File: src/rtl/mem_arb_pkg.sv
// Shared definitions for the instruction/data memory port arbiter.
//   arb_state_e : access sequencer states
//   OWN_I/OWN_D : owner encoding of the access in flight
//   UBHW_WORD   : funct3 width code for a full 32-bit word
package mem_arb_pkg;

  typedef enum logic [1:0] {
    StIdle,
    StIssue,
    StWait,
    StDone
  } arb_state_e;

  localparam logic OWN_I = 1'b0;
  localparam logic OWN_D = 1'b1;

  localparam logic [2:0] UBHW_WORD = 3'b010;

endpackage

File: src/rtl/mem_arb_streak.sv
// Saturating counter of consecutive data grants made while a fetch was waiting.
// Ports:
//   clk, rst   : clock, synchronous active-low reset
//   i_inc      : count one more data grant (saturates at LIM)
//   i_clr      : restart the streak (wins over i_inc)
//   o_at_lim   : streak has reached LIM, fetch must win next
//   o_streak   : current streak value
module mem_arb_streak #(
  parameter int unsigned LIM = 4,
  parameter int unsigned W   = $clog2(LIM + 1)
) (
  input  logic         clk,
  input  logic         rst,
  input  logic         i_inc,
  input  logic         i_clr,
  output logic         o_at_lim,
  output logic [W-1:0] o_streak
);

  logic [W-1:0] r_streak;
  logic         w_at_lim;

  assign w_at_lim = (r_streak == W'(LIM));

  always_ff @(posedge clk) begin
    if (!rst) begin
      r_streak <= '0;
    end else if (i_clr) begin
      r_streak <= '0;
    end else if (i_inc && !w_at_lim) begin
      r_streak <= r_streak + W'(1);
    end
  end

  assign o_at_lim = w_at_lim;
  assign o_streak = r_streak;

endmodule

File: src/rtl/mem_port_arbiter.sv
// Shares one single-port memory between an instruction fetch port and a data
// port, one access at a time. Data wins by default; after STARVE_LIM
// consecutive data grants with a fetch pending, the fetch wins.
// Ports:
//   clk, rst                        : clock, synchronous active-low reset
//   i_req/i_addr/i_abort            : fetch request, address, squash
//   i_rdata/i_ack                   : fetched word, one-cycle completion
//   d_req/d_we/d_addr/d_wdata/d_ubhw: data request
//   d_rdata/d_ack                   : load data, one-cycle completion
//   m_en/m_we/m_addr/m_wdata/m_ubhw : memory strobe and command
//   m_rdata                         : memory read data (MEM_LAT after m_en)
//   busy                            : access in flight
module mem_port_arbiter
  import mem_arb_pkg::*;
#(
  parameter int unsigned MEM_LAT    = 2,
  parameter int unsigned STARVE_LIM = 4
) (
  input  logic        clk,
  input  logic        rst,
  input  logic        i_req,
  input  logic [31:0] i_addr,
  input  logic        i_abort,
  output logic [31:0] i_rdata,
  output logic        i_ack,
  input  logic        d_req,
  input  logic        d_we,
  input  logic [31:0] d_addr,
  input  logic [31:0] d_wdata,
  input  logic [2:0]  d_ubhw,
  output logic [31:0] d_rdata,
  output logic        d_ack,
  output logic        m_en,
  output logic        m_we,
  output logic [31:0] m_addr,
  output logic [31:0] m_wdata,
  output logic [2:0]  m_ubhw,
  input  logic [31:0] m_rdata,
  output logic        busy
);

  localparam int unsigned STREAK_W = $clog2(STARVE_LIM + 1);
  // WAIT spans MEM_LAT cycles so the capture edge ends cycle ISSUE+MEM_LAT.
  localparam logic [2:0]  LAT_LAST = 3'(MEM_LAT - 1);

  arb_state_e          r_state;
  arb_state_e          w_state_next;
  logic                r_owner;
  logic                r_we;
  logic [31:0]         r_addr;
  logic [31:0]         r_wdata;
  logic [2:0]          r_ubhw;
  logic                r_drop;
  logic [2:0]          r_lat_cnt;
  logic [31:0]         r_i_rdata;
  logic [31:0]         r_d_rdata;

  logic                w_fetch_ok;
  logic                w_grant_d;
  logic                w_grant_i;
  logic                w_grant;
  logic                w_lat_done;
  logic                w_abort_hit;
  logic                w_drop_now;
  logic                w_at_lim;
  logic                w_streak_inc;
  logic                w_streak_clr;
  logic [STREAK_W-1:0] w_streak;

  // An abort in IDLE also blocks the fetch grant that cycle.
  assign w_fetch_ok = i_req & ~i_abort;
  assign w_grant_d  = d_req & ~(w_fetch_ok & w_at_lim);
  assign w_grant_i  = w_fetch_ok & ~w_grant_d;
  assign w_grant    = (r_state == StIdle) & (w_grant_d | w_grant_i);

  assign w_lat_done  = (r_state == StWait) && (r_lat_cnt == LAT_LAST);
  assign w_abort_hit = i_abort && (r_owner == OWN_I) &&
                       ((r_state == StIssue) || (r_state == StWait));
  // An abort in the final WAIT cycle must still suppress the capture.
  assign w_drop_now  = r_drop | w_abort_hit;

  assign w_streak_inc = w_grant & w_grant_d & i_req;
  assign w_streak_clr = w_grant & (w_grant_i | (w_grant_d & ~i_req));

  mem_arb_streak #(
    .LIM (STARVE_LIM),
    .W   (STREAK_W)
  ) u_streak (
    .clk      (clk),
    .rst      (rst),
    .i_inc    (w_streak_inc),
    .i_clr    (w_streak_clr),
    .o_at_lim (w_at_lim),
    .o_streak (w_streak)
  );

  // State register
  always_ff @(posedge clk) begin
    if (!rst) begin
      r_state <= StIdle;
    end else begin
      r_state <= w_state_next;
    end
  end

  // Next-state logic
  always_comb begin
    w_state_next = r_state;
    unique case (r_state)
      StIdle:  if (w_grant_d || w_grant_i) w_state_next = StIssue;
      StIssue: w_state_next = StWait;
      StWait:  if (w_lat_done) w_state_next = StDone;
      StDone:  w_state_next = StIdle;
      default: w_state_next = StIdle;
    endcase
  end

  // Request latch, latency counter, drop flag and read-data capture
  always_ff @(posedge clk) begin
    if (!rst) begin
      r_owner   <= OWN_I;
      r_we      <= 1'b0;
      r_addr    <= '0;
      r_wdata   <= '0;
      r_ubhw    <= '0;
      r_drop    <= 1'b0;
      r_lat_cnt <= '0;
      r_i_rdata <= '0;
      r_d_rdata <= '0;
    end else begin
      if (w_grant) begin
        r_owner <= w_grant_d ? OWN_D : OWN_I;
        r_addr  <= w_grant_d ? d_addr : i_addr;
        r_we    <= w_grant_d & d_we;
        r_wdata <= w_grant_d ? d_wdata : '0;
        r_ubhw  <= w_grant_d ? d_ubhw : UBHW_WORD;
        r_drop  <= 1'b0;
      end else if (w_abort_hit) begin
        r_drop <= 1'b1;
      end

      if (r_state == StIssue) begin
        r_lat_cnt <= '0;
      end else if (r_state == StWait) begin
        r_lat_cnt <= r_lat_cnt + 3'd1;
      end

      if (w_lat_done) begin
        if (r_owner == OWN_I) begin
          if (!w_drop_now) r_i_rdata <= m_rdata;
        end else if (!r_we) begin
          r_d_rdata <= m_rdata;
        end
      end
    end
  end

  // Outputs
  always_comb begin
    m_en    = 1'b0;
    m_we    = 1'b0;
    i_ack   = 1'b0;
    d_ack   = 1'b0;
    busy    = 1'b0;
    m_addr  = r_addr;
    m_wdata = r_wdata;
    m_ubhw  = r_ubhw;
    i_rdata = r_i_rdata;
    d_rdata = r_d_rdata;
    unique case (r_state)
      StIdle: ;
      StIssue: begin
        m_en = 1'b1;
        m_we = r_we;
        busy = 1'b1;
      end
      StWait: busy = 1'b1;
      StDone: begin
        busy  = 1'b1;
        i_ack = (r_owner == OWN_I) & ~r_drop;
        d_ack = (r_owner == OWN_D);
      end
      default: ;
    endcase
  end

endmodule

File: config.mk
export PLATFORM = sky130hd
export DESIGN_NAME = mem_port_arbiter
export DESIGN_NICKNAME = d
export VERILOG_FILES = /design/src/rtl/mem_arb_pkg.sv /design/src/rtl/mem_arb_streak.sv /design/src/rtl/mem_port_arbiter.sv
export SDC_FILE = /design/constraint.sdc
export NUM_CORES = 1
export LEC_CHECK = 0
export CORE_MARGIN = 1
export CORE_UTILIZATION = 40
export DETAILED_ROUTE_END_ITERATION = 8
export MAX_ROUTING_LAYER = met4
export PLACE_DENSITY_LB_ADDON = 0.08
export SLEW_MARGIN = 20
export SYNTH_ARGS = -nofsm -noshare
export SYNTH_HDL_FRONTEND = slang
export SYNTH_SLANG_ARGS = --single-unit
File: constraint.sdc
create_clock -name clk -period 2.5 [get_ports clk]
set_input_delay 0.625 -clock clk [delete_from_list [all_inputs] [get_ports clk]]
set_output_delay 0.625 -clock clk [all_outputs]
set_load 0.01 [all_outputs]
; ---- After elaboration in Yosys (flattened, before gate mapping)
; Index checks and enable logic that the tools add are counted.
[word_totals]
register_bits = 142
input_bits = 137
out_inout_bits = 136
elab_cells = 70
[op_classes]
add_sub_neg = 2
eq_ne = 7
muxes = 12
bitwise_logic = 23
reduce_logical = 15
[ops]
columns = operator, n
row1 = $mux 32, 2
row2 = $and 1x1->1, 11
row3 = $not 1->1, 9
row4 = $pmux 2 s4, 1
row5 = $add 3x1->3 const B, 2
row6 = $mux 1, 6
row7 = $reduce_and 3->1, 2
row8 = $reduce_or 2->1, 3
row9 = $eq 2x2->1 const B, 2
row10 = $logic_and 1x1->1, 4
row11 = $mux 2, 2
row12 = $eq 3x1->1 const B, 1
row13 = $eq 3x3->1 const B, 1
row14 = $mux 3, 1
row15 = $or 1x1->1, 3
row16 = $reduce_or 3->1, 1
row17 = $eq 2x1->1 const B, 1
row18 = $logic_not 2->1, 1
row19 = $logic_or 1x1->1, 2
row20 = $ne 2x1->1 const B, 1
row21 = $ne 2x2->1 const B, 1
row22 = $reduce_and 2->1, 1
row23 = $logic_not 1->1, 1

; ---- Logic depth before layout (Yosys ltp)
; Gate-level depths: netlist of the first run.
[logic_depth]
word_depth = 12
ltp_mapped = 9
ltp_nobuf = 6

; ---- Modules after synthesis
; From an unflattened synthesis of the first run, not the netlist that was laid out.
[hier_totals]
cells_unflattened = 509
area_unflattened_um2 = 5534.1
[by_module_without_submodules]
columns = module, n_inst, cells_each, area_each_um2, seq_area_each_um2
row1 = mem_port_arbiter, 1, 491, 5346.4, 2782.7
row2 = mem_arb_streak, 1, 18, 187.7, 60.1

; ---- Least setup slack after synthesis of the first run
; No wires, ideal clock.
[synth_path]
path_type = input to register
startpoint = in i_abort
endpoint = reg r_addr[22], in the netlist m_addr[22]
setup_ps = 127
t_arrival_ps = 1637
t_required_ps = 2373
setup_slack_ps = 736
cell_stages = 5
path_buffers = 1
cell_sequence = nand2b_2 -> o21ai_4 -> buf_2 -> mux2i_1 -> o2bb2ai_1
[synth_via]
elab_chain_len = 9
word_cells_on_any_way = 10
classes_between = mux: 1 / bitwise: 9
[synth_rtl]
columns = element, line
row1 = from (decl), mem_port_arbiter.sv:23  ; input logic i_abort,
row2 = $not 1->1 (*), mem_port_arbiter.sv:71  ; assign w_fetch_ok = i_req & ~i_abort;
row3 = $and 1x1->1 (*), mem_port_arbiter.sv:71
row4 = $and 1x1->1, mem_port_arbiter.sv:72  ; assign w_grant_d = d_req & ~(w_fetch_ok & w_at_lim);
row5 = $not 1->1, mem_port_arbiter.sv:72
row6 = $and 1x1->1, mem_port_arbiter.sv:72
row7 = $not 1->1, mem_port_arbiter.sv:73  ; assign w_grant_i = w_fetch_ok & ~w_grant_d;
row8 = $and 1x1->1, mem_port_arbiter.sv:73
row9 = $or 1x1->1, mem_port_arbiter.sv:74  ; assign w_grant = (r_state == StIdle) & (w_grant_d | w_grant_i);
row10 = $and 1x1->1, mem_port_arbiter.sv:74
row11 = to (signal assigned), mem_port_arbiter.sv:133  ; r_addr <= w_grant_d ? d_addr : i_addr;
row12 = to (decl), mem_port_arbiter.sv:50  ; logic [31:0] r_addr;
; Mark *: on every way between the ends. The rest lies on a longest branch, timed or not.
; A chain may end at the register's enable or synchronous reset.

; ---- Worst setup path in the final report of the first run
[layout_path]
startpoint = reg r_state[0]
endpoint = out i_ack
[layout_via]
elab_chain_len = 2
[layout_rtl]
columns = element, line
row1 = from (decl), mem_port_arbiter.sv:46  ; arb_state_e r_state;
row2 = from (signal assigned), mem_port_arbiter.sv:100  ; r_state <= StIdle;
row3 = from (signal assigned), mem_port_arbiter.sv:102  ; r_state <= w_state_next;
row4 = $eq 2x2->1, mem_port_arbiter.sv:170  ; unique case (r_state)
row5 = $mux 1, mem_port_arbiter.sv:170
row6 = to (decl), mem_port_arbiter.sv:25  ; output logic i_ack,
; No other way between the ends.

==> results of run 1 <==
-- stage by stage --
| step | util [%] | worst slack (ns) | instance area, µm² |
|---|---|---|---|
| 2_1_floorplan | - | 0.736 | 5240 |
| 3_3_place_gp | 64.2 | 0.277 | 8160 |
| 3_5_place_dp | 64.2 | 0.242 | 8160 |
| 4_1_cts | 68.4 | 0.0639 | 8700 |
| 5_1_grt | 68.4 | 0.0220 | 8700 |
| 6_report | 68.4 | 0.0945 | 8700 |
-- layer usage --
layer / up-vias / GRT usage (%) / part of all wire (%)
met5: - / - / 0
met1: 2212 / 25.9 / 42
met3: 25 / 6.43 / 7.2
met4: 0 / 10.5 / 2.0
li1: 2399 / - / -
met2: 188 / 37.5 / 49
-- critical path, stage by stage, from the launching register on --
cell and delay, ns:
dfxtp_1 0.39, ha_1 0.18, nor3b_1 0.18, clkdlybuf4s50_1 0.62
-- flip-flops by register name, summed over array words and instances (netlist names) --
name / cells
m_ubhw: 3
m_wdata: 32
r_owner: 1
r_lat_cnt: 3
r_state: 2
u_streak.o_streak: 3
r_we: 1
m_addr: 32
r_drop: 1
i_rdata: 32
d_rdata: 32
-- repair_timing --
action / CTS / global route
setup endpoints to repair: 1 / 1
pin swaps: 0 / 0
gates cloned: 0 / 0
resized for setup: 1 / 1
-- cell families after synthesis --
kind of cell,synth area share (%)
AOI/OAI and AO/OA,19.1
xor gates and xnor gates,0.501
and+or+nand+nor,13.1
muxes,6.51
DFF,54.2
buffers and inverters,4.41
adders and majority gates,2.15
-- Yosys cell counts, types with 2 or more instances --
library cell / number / area share (%)
o2bb2ai_1: 32 / 5.3
xnor2_1: 2 / 0.33
dfxtp_1: 142 / 54
a22o_1: 35 / 5.8
buf_6: 3 / 0.64
mux2i_1: 33 / 6.3
nor2_1: 10 / 0.72
clkbuf_1: 16 / 1.1
and2_1: 2 / 0.24
a21oi_1: 65 / 6.2
nor3_1: 2 / 0.19
a211oi_1: 2 / 0.29
nand3_1: 3 / 0.29
buf_2: 17 / 1.6
buf_4: 3 / 0.43
nand4_1: 2 / 0.24
ha_1: 9 / 2.1
inv_1: 7 / 0.50
nand2_1: 132 / 9.4
nand2b_1: 2 / 0.24
-- final cells by class --
class	count	area (µm²)	area share, %
Timing Repair Buffer	284	2870	33.0
Clock buffer	17	425	4.89
Clock inverter	15	116	1.34
Tap cell	172	215	2.47
Sequential cell	142	2840	32.7
Inverter	8	30.0	0.345
Multi-Input combinational cell	349	2200	25.3
-- final timing paths --
path	startpoint	depth (start not counted)	end
max	r_state[0]$_SDFFE_PN0P_	3	i_ack
min	d_rdata[12]$_SDFFE_PN0P_	2	d_rdata[12]$_SDFFE_PN0P_
max reg2reg	r_state[0]$_SDFFE_PN0P_	7	i_rdata[2]$_SDFFE_PN0P_
min reg2reg	d_rdata[12]$_SDFFE_PN0P_	2	d_rdata[12]$_SDFFE_PN0P_
-- power groups by stage --
| stage | logic (mW) | clock network, mW | registers, mW |
|---|---|---|---|
| 4_1_cts | 1.66 | 2.33 | 2.70 |
| 2_1_floorplan | 0.633 | 0 | 2.82 |
| 3_5_place_dp | 1.67 | 0 | 2.74 |
| 5_1_grt | 1.78 | 2.44 | 2.73 |
| 6_report | 1.65 | 2.26 | 2.70 |
| 3_3_place_gp | 1.63 | 0 | 2.73 |
==> metrics.md, run 1 <==
| Metric | Value |
|---|---|
| Area Overhead vs Synth | `66.0%` |
| Least-Margin Pin Slew | `~0.59 ns` |
| Worst EP arrival | `roughly 1.8 ns` |
| Most common flop cell mapped by yosys | `dfxtp_1` |
| Clk pwr share | `about a third` |
| Sw Share | `roughly 29%` |
| Total track usage | `a little under a quarter` |
| # rows | `41` |
| Max Clk Rate | `~0.42 GHz` |
| Post-synth EDFFs | `0` |
| Initial Util | `roughly two fifths` |
| Core region area | `12700 µm²` |
| Slew Limit Fails | `0` |
| Global-route wire length before repair | `between 20 and 25 mm` |
| Horiz. Die Dim | `~120 µm` |
| Worst-case vdd ir drop | `0.420 mV` |
| WS Path Type | `flop to primary output` |
| Commonest cells after routing, fill and taps aside | `clkdlybuf4s50_1 (271), dfxtp_1 (142), nand2_1 (132)` |
| Hold_ws | `between 0.4 and 0.5 ns` |
| First-pass DRT Iterations | `4` |
| Slew headroom | `between 60% and 70%` |
| Die Height | `between 100 and 150 µm` |
| Setup repair after global routing missed its margin | `no` |
| R2R setup slack | `~0.45 ns` |
| Crit end category | `primary output` |
| DRC violations left | `0` |
| Post-CTS Setup Bufs | `0` |
| Non-Filler Instances | `about 1000` |
| Leakage | `about 3.2 nW` |
| Via density | `~5` |
| Vias in the first global route | `between 4000 and 5000` |
| Distinct cells, synth | `39` |
| Largest net degree at the start of global routing | `67` |
| TritonCTS clock tree | `yes` |
| Final HPWL DP | `10.8 mm` |
| Layout cells sized above 1 | `around 6.6%` |
| H-Tree Depth | `4` |
| Routed Antenna Nets | `0` |
| Warnings from Yosys | `0` |
| Peak fanout along the critical path | `4` |
| Net Switching | `1.90 mW` |
| Worst skew pair latency | `~0.42 ns` |
| Most common cell after layout, fill and taps aside | `clkdlybuf4s50_1` |
| CTS buffer count | `17` |
| Post-synthesis sequential area ratio | `approximately 54%` |
| Power Total | `6.61 mW` |
| Worst-path clk slew | `0.06 ns` |
| GR Overflow Total | `0` |
| Endpoints failing setup | `0` |
| Combinational Power Share | `25.0%` |
| Final hold viol count | `0` |
| Die Area | `13600 µm²` |
| Placed Cells incl. Taps | `955` |
| Cts hold-fix bufs | `0` |
| Startpoint Class | `flop` |
| Cell count after synthesis | `~540` |
| ANT cells | `0` |
| Netlist Area Pre-Place | `5240 µm²` |
| Status | `finished, final reports clean` |
| CP required | `between 1.5 and 2 ns` |
| Clk sink count | `142` |
| Total wire length | `approximately 15 mm` |
| Layout net count | `948` |
| Routability Congestion | `slightly above 0.8` |
| Buffer depth of the longest clock path | `2` |
| Yosys reg bits | `roughly 140` |
| Buffers on Ports | `between 200 and 300` |
| Final period utilization | `96.2%` |
| Routed length per instance | `approximately 15 µm` |
| Worst Hold Class | `flop to flop` |
| CTS Root Cell | `clkbuf_16` |
| Max Cap Violations | `0` |
| Tmin final | `about 2.4 ns` |
| Skew final | `0.00827 ns` |
| DR vias | `between 4000 and 5000` |
| Post-route setup TNS | `0 ns` |
| DRT iter0 DRCs | `roughly 220` |
| Internal Power | `4.71 mW` |
| Post-synth net total | `684` |
| Syn Area/Cell | `about 10 µm²` |
| Initial antenna violation count | `0` |
| # fillers | `1046` |
| Post-synth ARST share | `0%` |
| Pwr dens | `760 nW/µm²` |
| I/O pins | `about 270` |
| Seq pwr share | `between 40 and 50%` |
(Power assumes the default switching activity.)
==> run 2, diff against run 1 <==
--- a/config.mk
+++ b/config.mk
@@ -8,6 +8,7 @@
 export CORE_MARGIN = 1
 export CORE_UTILIZATION = 40
 export DETAILED_ROUTE_END_ITERATION = 8
+export GPL_ROUTABILITY_DRIVEN = 0
 export MAX_ROUTING_LAYER = met4
 export PLACE_DENSITY_LB_ADDON = 0.08
 export SLEW_MARGIN = 20
==> results of run 2 <==
Final layout, timing and power as in run 1 (identical DEF).
==> RTL change (settings of run 1) <==
Change the parameter `STARVE_LIM` from 4 to 2.
--- a/src/rtl/mem_port_arbiter.sv
+++ b/src/rtl/mem_port_arbiter.sv
@@ -14,7 +14,7 @@
   import mem_arb_pkg::*;
 #(
   parameter int unsigned MEM_LAT    = 2,
-  parameter int unsigned STARVE_LIM = 4
+  parameter int unsigned STARVE_LIM = 2
 ) (
   input  logic        clk,
   input  logic        rst,
Function: same outputs for any inputs over 4 cycles, from zero or initial values and one cycle with rst low; that may be too few to reach the edited logic, so the function may still have changed.
==> RTL change against run 1 <==
- worst setup slack better by 0.024 ns
- cell area up 0.82%
- clock power up 19%
- sequential share of layout area down 0.49 points
- sequential cell count down 1
- final cell count down 4.6%
- worst hold slack better by 0.0028 ns
- wire length up 5.0%
- power up 11%
- area after synthesis up 2.0%
- highest routed layer unchanged
- critical path type unchanged
==> RTL change: results (changes against run 1) <==
Parameter                              Value

Timing
  Final worst-path setup slack    0.119 ns (+0.0243 ns)

Setup path
  Worst setup slack for register-to-register paths    0.63 ns (+0.18 ns)
  Worst setup path endpoint    m_we
  Launching instance or port of the critical path    r_state[1]
  Worst path max stage delay    0.48 ns (-0.14 ns)
  Worst reg2reg path depth    5 (-2)
  Arrival time of the worst setup path    1.76 ns (-0.02 ns)
  Endpoint of the worst register-to-register path    m_addr[28]

Placed design
  Placed inst area    8130 um^2 (-0.41%)
  Placed cell count    910 (-4.7%)
  Sum of net half-perimeters after detailed placement    10800 um (+0.53%)
  Post-placement setup slack    0.0690 ns (-0.173 ns)
  Routability congestion estimate from global placement    0.836 (+3.1%)

Synthesis
  Complex-gate fraction of the synthesized area    13.8% (-5.3 points)
  Register area share after synthesis    52.8% (-1.4 points)
  Synth Instances    502 (-6.7%)
  Fraction of synthesized area in multiplexers    12.2% (+5.7 points)
  Count of distinct cell types in the synthesized netlist    34 (-13%)
  Post-synthesis share of cell area spent on xor and xnor gates    0.491% (-0.0096 points)
  Cell types occupying the most area after synthesis    sky130_fd_sc_hd__dfxtp_1 (53%), sky130_fd_sc_hd__mux2i_1 (12%), sky130_fd_sc_hd__nand2_1 (7.1%)
  Top cell types by occurrence after synthesis    sky130_fd_sc_hd__dfxtp_1 (141), sky130_fd_sc_hd__nand2_1 (101), sky130_fd_sc_hd__mux2i_1 (65), sky130_fd_sc_hd__a22o_1 (35)
  Net count after synthesis    647 (-5.4%)
  Adder and majority gate portion of the synthesized area    1.87% (-0.28 points)

Cells and area
  Share of cells above drive strength 1    5.71% (-0.91 points)
  Nets@finish    902 (-4.9%)
  Filler Cell Count    985 (-5.8%)
  Fraction of the core area covered by cells at the end of the flow    68.4% (about the same)
  Count of non-filler cells in the finished layout    942 (-4.6%)

Clock tree
  Post-CTS setup repair buffer count    0 (unchanged)
  H-tree level count    4 (unchanged)

Power
  Net switching power    1980 uW (+4.0%)
  Highest ir drop seen on vdd    0.387 mV (-8.0%)
  Part of the power in the clock network    36.6% (+2.4 points)
  Leakage power of the design    0.00363 uW (+13%)
  Cell-internal power    5360 uW (+14%)
  Seq group    2750 uW (+2%)

Routing
  Starting DRC count in detailed routing    325 (+46%)
  Mean routed wirelength per cell    16.6 um (+10%)
  Via count    4780 (-0.91%)

Global route
  Aggregate global-route resource usage    23.7% (+0.79 points)
  Wire length of the first global-routing pass    25200 um (+10%)

Run status
  Run status    complete, no violations
-- RTL change: routing by layer --
layer	GRT usage [%]	vias to the layer above	wire [um]
met5	-	-	0
met4	9.94	0	422
met3	8.53	29	1330
met2	38.1	202	7610
met1	26.4	2259	6300
li1	-	2290	-
-- RTL change: worst min path at each step --
stage                           start     endpoint  slack, ns  depth (start not counted)
final                     d_rdata[24]  d_rdata[24]       0.45                          2
after global routing      d_rdata[20]  d_rdata[20]       0.48                          2
after CTS                 d_rdata[24]  d_rdata[24]       0.46                          2
after detailed placement   d_rdata[6]   d_rdata[6]       0.45                          2
after global placement    d_rdata[17]  d_rdata[17]       0.44                          2
after floorplan                r_drop       r_drop       0.44                          1
-- RTL change: cell type report --
type / instances / share of cell area [%]
well taps: 172 / 2.45
multi-input cells: 313 / 25.7
clock inverters: 13 / 2.17
flip-flops and latches: 141 / 32.2
clock buffers: 19 / 5.16
repair buffers: 278 / 32.1
inverters: 6 / 0.257
